$ cat config.mk
export PLATFORM = sky130hd
export DESIGN_NAME = alu_issue
export DESIGN_NICKNAME = d
export VERILOG_FILES = /design/src/rtl/alu_issue.sv
export SDC_FILE = /design/constraint.sdc
export NUM_CORES = 1
export LEC_CHECK = 0
export CORE_AREA = 10 10 143 145
export CTS_CLUSTER_DIAMETER = 80
export CTS_CLUSTER_SIZE = 25
export DETAILED_ROUTE_END_ITERATION = 8
export DIE_AREA = 0 0 153 155
export PLACE_DENSITY = 0.82
export SYNTH_ARGS = -nofsm -noshare
export SYNTH_HDL_FRONTEND = slang
export SYNTH_SLANG_ARGS = --single-unit
$ cat constraint.sdc
create_clock -name clk -period 1.8 [get_ports clk]
set_clock_uncertainty 0.05 [all_clocks]
set_input_delay 0.36 -clock clk [delete_from_list [all_inputs] [get_ports clk]]
set_output_delay 0.36 -clock clk [all_outputs]
set_load 0.01 [all_outputs]
$ cat src/rtl/alu_issue.sv
// Execute-issue stage ahead of the ALU: RV32I ALU decode, operand select, 2-entry skid buffer.
// Optional write-back forwarding is compiled in with `define ALU_ISSUE_FWD_EN.
module alu_issue #(
  parameter int unsigned XLEN   = 32,
  parameter int unsigned REG_AW = 5
) (
  input  logic              clk,
  input  logic              rst_n,
  input  logic              flush,
  input  logic              in_valid,
  output logic              in_ready,
  input  logic [31:0]       in_inst,
  input  logic [XLEN-1:0]   in_pc,
  input  logic [XLEN-1:0]   in_rs1_data,
  input  logic [XLEN-1:0]   in_rs2_data,
`ifdef ALU_ISSUE_FWD_EN
  input  logic              wb_en,
  input  logic [REG_AW-1:0] wb_rd,
  input  logic [XLEN-1:0]   wb_data,
`endif
  output logic              out_valid,
  input  logic              out_ready,
  output logic [3:0]        out_func,
  output logic [XLEN-1:0]   out_op1,
  output logic [XLEN-1:0]   out_op2,
  output logic [REG_AW-1:0] out_rd,
  output logic              out_wen,
  output logic              out_illegal
);

  typedef struct packed {
    logic [3:0]        func;
    logic [XLEN-1:0]   op1;
    logic [XLEN-1:0]   op2;
    logic [REG_AW-1:0] rd;
    logic              wen;
    logic              illegal;
  } op_t;

  typedef enum logic [6:0] {
    OPC_R     = 7'b0110011,
    OPC_I     = 7'b0010011,
    OPC_LUI   = 7'b0110111,
    OPC_AUIPC = 7'b0010111
  } opcode_e;

  op_t  main_op, skid_op, dec_op;
  logic main_valid, skid_valid;

  logic [6:0]        opcode;
  logic [2:0]        funct3;
  logic [REG_AW-1:0] rs1, rs2, rd;
  logic [XLEN-1:0]   rs1_val, rs2_val;
  logic [XLEN-1:0]   imm_i, imm_u, shamt;

  assign opcode = in_inst[6:0];
  assign funct3 = in_inst[14:12];
  assign rs1    = REG_AW'(in_inst[19:15]);
  assign rs2    = REG_AW'(in_inst[24:20]);
  assign rd     = REG_AW'(in_inst[11:7]);
  assign imm_i  = XLEN'($signed(in_inst[31:20]));
  assign imm_u  = XLEN'($signed({in_inst[31:12], 12'b0}));
  assign shamt  = XLEN'(in_inst[24:20]);

  // Register operand sources; x0 overrides forwarding.
  always_comb begin
    rs1_val = in_rs1_data;
    rs2_val = in_rs2_data;
`ifdef ALU_ISSUE_FWD_EN
    if (wb_en && (wb_rd != '0) && (wb_rd == rs1)) rs1_val = wb_data;
    if (wb_en && (wb_rd != '0) && (wb_rd == rs2)) rs2_val = wb_data;
`endif
    if (rs1 == '0) rs1_val = '0;
    if (rs2 == '0) rs2_val = '0;
  end

  always_comb begin
    dec_op         = '0;
    dec_op.rd      = rd;
    dec_op.illegal = 1'b0;
    case (opcode)
      OPC_R: begin
        dec_op.func = {in_inst[30], funct3};
        dec_op.op1  = rs1_val;
        dec_op.op2  = rs2_val;
      end
      OPC_I: begin
        dec_op.func = {(funct3 == 3'b101) & in_inst[30], funct3};
        dec_op.op1  = rs1_val;
        dec_op.op2  = (funct3 == 3'b001 || funct3 == 3'b101) ? shamt : imm_i;
      end
      OPC_LUI: begin
        dec_op.op2 = imm_u;
      end
      OPC_AUIPC: begin
        dec_op.op1 = in_pc;
        dec_op.op2 = imm_u;
      end
      default: dec_op.illegal = 1'b1;
    endcase
    dec_op.wen = !dec_op.illegal && (rd != '0);
  end

  logic accept, drain;
  assign in_ready = !skid_valid;
  assign accept   = in_valid && in_ready;
  assign drain    = main_valid && out_ready;

  // Main holds while stalled; a freed main slot takes skid first to keep FIFO order.
  always_ff @(posedge clk or negedge rst_n) begin
    if (!rst_n) begin
      main_valid <= 1'b0;
      skid_valid <= 1'b0;
      main_op    <= '0;
      skid_op    <= '0;
    end else if (flush) begin
      main_valid <= 1'b0;
      skid_valid <= 1'b0;
    end else if (main_valid && !drain) begin
      if (accept) begin
        skid_op    <= dec_op;
        skid_valid <= 1'b1;
      end
    end else if (skid_valid) begin
      main_op    <= skid_op;
      main_valid <= 1'b1;
      skid_valid <= 1'b0;
    end else if (accept) begin
      main_op    <= dec_op;
      main_valid <= 1'b1;
    end else begin
      main_valid <= 1'b0;
    end
  end

  assign out_valid   = main_valid;
  assign out_func    = main_op.func;
  assign out_op1     = main_op.op1;
  assign out_op2     = main_op.op2;
  assign out_rd      = main_op.rd;
  assign out_wen     = main_op.wen;
  assign out_illegal = main_op.illegal;

endmodule
-- Word level (Yosys, flattened, before mapping)
Index checks and enable logic that the tools add are counted.
- equal/unequal tests: 8
- muxes and demuxes: 16
- bitwise logic cells: 3
- reduce and logical (&&, ||, !) cells: 16
- operators by type and width (operator ; count):
    two-way mux 75 bit ; 2
    two-way mux 32 bit ; 3
    one-hot mux 32 bit (3 select lines) ; 1
    one-hot mux 32 bit (2 select lines) ; 1
    == test 7 x 5 -> 1 bit (second input constant) ; 2
    == test 7 x 6 -> 1 bit (second input constant) ; 2
    logical NOT 5 bit ; 2
    two-way mux 1 bit ; 8
    one-hot mux 4 bit (2 select lines) ; 1
    AND reduction 3 bit ; 2
    nonzero test 5 bit ; 1
    logical AND 1 bit ; 4
    OR reduction 2 bit ; 2
    OR reduction 4 bit ; 1
    == test 3 x 1 -> 1 bit (second input constant) ; 1
    == test 3 bit (second input constant) ; 1
    != test 3 bit (second input constant) ; 1
    logical NOT 1 bit ; 2
    != test 2 bit (second input constant) ; 1
    inverter 1 bit ; 2
    nonzero test 2 bit ; 1
    AND 1 bit ; 1
    logical OR 1 bit ; 1
- bits in registers: 152
- bits of input ports: 133
- word-level logic and storage cells: 57

-- Depth between registers and ports, before layout
- depth in word-level cells: 6
- mapped depth: 7

-- Worst setup path before layout
Ideal clock, no wire load.
- path kind: input port to flip-flop
- start point: input port flush
- end point: register skid_op[10] in the netlist's numbering
- data arrival time: 1.594 ns
- data required time: 1.614 ns
- setup slack: 0.020 ns
- stages: 7
- buffers on the path: 4
- path through: buf_2 or4_1 buf_2 buf_6 buf_2 nand2_1 o41ai_2
- longest elaborated chain between the ends: 2
- ends and longest elaborated chain (item ; line ; RTL):
    from (decl) ; 9 ; input logic flush,
    inverter 1 bit (no line) ; - ;
    AND reduction 3 bit (no line) ; - ;
    to (signal assigned) ; 121 ; skid_op <= dec_op;
    to (decl) ; 47 ; op_t main_op, skid_op, dec_op;
Every way passes these cells.
A chain may end at the register's enable or synchronous reset.

-- Worst setup path after layout
- start point: input port in_inst[6]
- end point: register main_op (netlist bit out_op1[16])
- longest elaborated chain between the ends: 5
- elaborated cells on any way between the ends: 7
- ends and longest elaborated chain (item ; line ; RTL):
    from (decl) ; 12 ; input logic [31:0] in_inst,
    == test 7 x 5 -> 1 bit / == test 7 x 6 -> 1 bit (equally long branches) ; 81 ; case (opcode)
    OR reduction 2 bit (no line) ; - ;
    one-hot mux 32 bit (2 select lines) (*) ; 81 ;
    two-way mux 75 bit (*) ; 128 ; end else if (accept) begin
    two-way mux 75 bit (*) ; 124 ; end else if (skid_valid) begin
    to (signal assigned) ; 125 ; main_op <= skid_op;
    to (signal assigned) ; 129 ; main_op <= dec_op;
    to (decl) ; 47 ;
Mark *: on every way between the ends. The rest lies on a longest branch, timed or not. The select of a mux whose other input is x is not followed.

==> flow_summary.toml <==
[status]
status = "complete, but fails checks"
violations = "negative setup slack"

[sta]
relSlewSlack_pct = 68.6
tightest_slew_ns = 0.472
period_minus_slack_ns = 1.83
max_freq_mhz = 547
drv_slew = 0
setup_violations = 2
finalHoldViolations = 0
rsz0062_at_grt = "true"
worst_slack_ns = -0.0271
finalCritPeriodShare_pct = 102

[setup_path]
cp-end-kind = "register"
critical_path_class = "primary input to register"
worstPathRequired_ns = 2.11
worstPathArrival_ns = 2.13
crit_path_max_fanout = 8
startpoint_type = "primary input"

[routing]
viasPerCell = 5.97
finalWirelength_mm = 29.0
routedWlPerCell_microns = 21.8
drt_pass1_iterations = 5
via_count = 7937
ant_nets = 0
drc_errors = 0
first_iter_violations = 716

[power]
power_frac_comb_pct = 21.6
peakVddDrop_uv = 725
cellPowerDensity_nw_per_um2 = 826
power.share.clock_pct = 38.0
p_switching_mw = 2.62
seq_power_share_pct = 40.4
switching_share_pct = 26.7
p_int_mw = 7.19
leakage_nw = 5.28

[hold_path]
min_path_type = "primary input to register"

[grt]
first_global_vias = 7976
grt_overflow = 0
grt_max_degree = 70
antenna_found_initial = 0
grt_usage_pct = 22.4
grt_pass1_wl_mm = 43.5

[clock_tree]
cts_buffer_depth = 2
ctsRootBufferMaster = "clkbuf_16"
numCtsBuffers = 17
insertion_delay_ns = 0.43
cts_num_sinks = 152
cts_tree = "built"
clk_pin_slew_ns = 0.07
cts_max_level = 4

[synth]
synth-edff-count = 0
syn_inst = 806
synthesis.nets = 939
synth_top_cell_area_share_pct = 50.1
yosys_register_bits = 152
synthFlopType = "dfrtp_1"
syn-cell-area_sq_um = 7590
yosysTopAreaCell = "dfrtp_1"
ys_top_cells_by_area = "dfrtp_1, a21oi_1, nand2_1, a22oi_1, or4_1"
async_flop_share_pct = 100
ys_seq_area_share_pct = 50.1
synth_cell_types = 53
ys.warnings.count = 0
avgSynthCellArea_sq_um = 9.41

[placement]
port_buffers = 209
dp.final_hpwl_mm = 19.3
place_ws_ns = -0.523
gp_congestion = 0.883
place_inst = 1281

[cells_and_area]
drive_gt1_share_pct = 20.1
fin_nets = 1220
layout_common_cells = "clkdlybuf4s50_1, dfrtp_1, nand2_1"
final_cells = 1329
antenna_cells = 0
fill_cells = 1379
final_common_cell = "clkdlybuf4s50_1"
areaGrowthSynthToFinish_pct = 56.6

[floorplan]
start_util_pct = 43.0
io_pins = 210
die-height_microns = 155
die_w_microns = 153
rows = 49
core_area_sq_um = 17700
die_area_sq_um = 23700

[run]
maxCapViolCount = 0
-- through the flow --
step	area [sq um]	hold WS, ns	power [mW]	util, %	TNS, ns
3_3_place_gp	10700	0.279	6.02	60.6	-56.53
4_1_cts	11400	0.397	9.81	64.6	-0.00844
2_1_floorplan	7590	0.0144	4.72	-	0
5_1_grt	11900	0.413	10.2	67.3	-0.378
6_report	11900	0.362	9.81	67.3	-0.0344
3_5_place_dp	10700	0.275	6.08	60.6	-61.97
-- worst max-delay path, stage by stage --
cell	delay (ns)
clkdlybuf4s50_1	0.40
and4bb_4	0.42
nand2_8	0.09
clkbuf_16	0.18
or4_1	0.52
a21oi_2	0.16
-- cell families after synthesis --
kind of cell	Yosys count	share of synthesized area, %
DFF	152	50.1
and+or+nand+nor	261	17.6
buffers and inverters	84	5.18
AOI/OAI and AO/OA	297	25.5
muxes	12	1.62
-- synthesized netlist by cell type (all sizes together) (3+ instances only) --
cell / count
a211oi: 5
a31oi: 16
nor2: 60
nand3: 11
o41ai: 5
a22o: 3
o21ai: 22
nand2b: 3
or3: 3
dfrtp: 152
and2: 14
and3: 4
o211ai: 7
buf: 48
or4: 38
nor2b: 4
o31ai: 33
inv: 3
nor3: 12
o311ai: 3
a221o: 3
a22oi: 48
nand2: 100
o22ai: 28
nor3b: 5
o221ai: 14
a21oi: 101
mux2i: 10
clkbuf: 32
-- worst paths after layout --
check,startpoint,endpoint,slack (ns),cells past startpoint
setup / recovery,in_inst[6],out_op1[16]$_DFFE_PN0P_,-0.03,6
hold / removal,in_inst[17],out_op2[17]$_DFFE_PN0P_,0.36,4
setup reg to reg,skid_valid$_DFFE_PN0P_,skid_op[47]$_DFFE_PN0P_,0.02,3
hold reg to reg,skid_op[4]$_DFFE_PN0P_,skid_op[4]$_DFFE_PN0P_,0.42,2
max in group asynchronous,rst_n,skid_op[2]$_DFFE_PN0P_,0.72,3
min in group asynchronous,rst_n,skid_op[15]$_DFFE_PN0P_,0.39,2
-- cell type report --
| class | count | area [sq um] | area share (%) |
|---|---|---|---|
| clock inverter | 13 | 179 | 1.51 |
| sequential | 152 | 3800 | 32.0 |
| clock buffer | 19 | 433 | 3.64 |
| tap | 229 | 287 | 2.41 |
| inverter | 4 | 17.5 | 0.147 |
| multi-input combinational | 571 | 3620 | 30.4 |
| timing repair buffer | 341 | 3540 | 29.8 |
-- registers in the layout, indices dropped and copies added (netlist names) --
signal and flops:
out_op2 32, out_op1 32, out_valid 1, out_rd 5, out_func 4, skid_valid 1, skid_op 75, out_illegal 1
out_wen 1
-- power by group through the flow --
stage | sequential, mW | clock [mW] | combinational [mW]
6_report | 3.96 | 3.73 | 2.12
3_3_place_gp | 3.99 | 0 | 2.03
2_1_floorplan | 4.09 | 0 | 0.628
5_1_grt | 3.99 | 3.94 | 2.28
4_1_cts | 3.95 | 3.78 | 2.08
3_5_place_dp | 4.01 | 0 | 2.08
-- metal layers --
| metal | GRT usage [%] | vias to the layer above | share of wire [%] |
|---|---|---|---|
| met1 | 27.3 | 3881 | 40 |
| li1 | - | 3583 | - |
| met2 | 36.8 | 425 | 49 |
| met3 | 7.44 | 48 | 9.3 |
| met5 | 0 | - | 0 |
| met4 | 6.95 | 0 | 1.7 |
-- repair_timing --
item,4_1_cts,5_1_grt
gates resized for setup,27,70
hold buffers,1,0
setup endpoints to repair,81,109
endpoints found under the hold margin,38,0
gates cloned,1,9
buffers inserted,2,3
pin swaps,2,7
(Power assumes the default switching activity.)
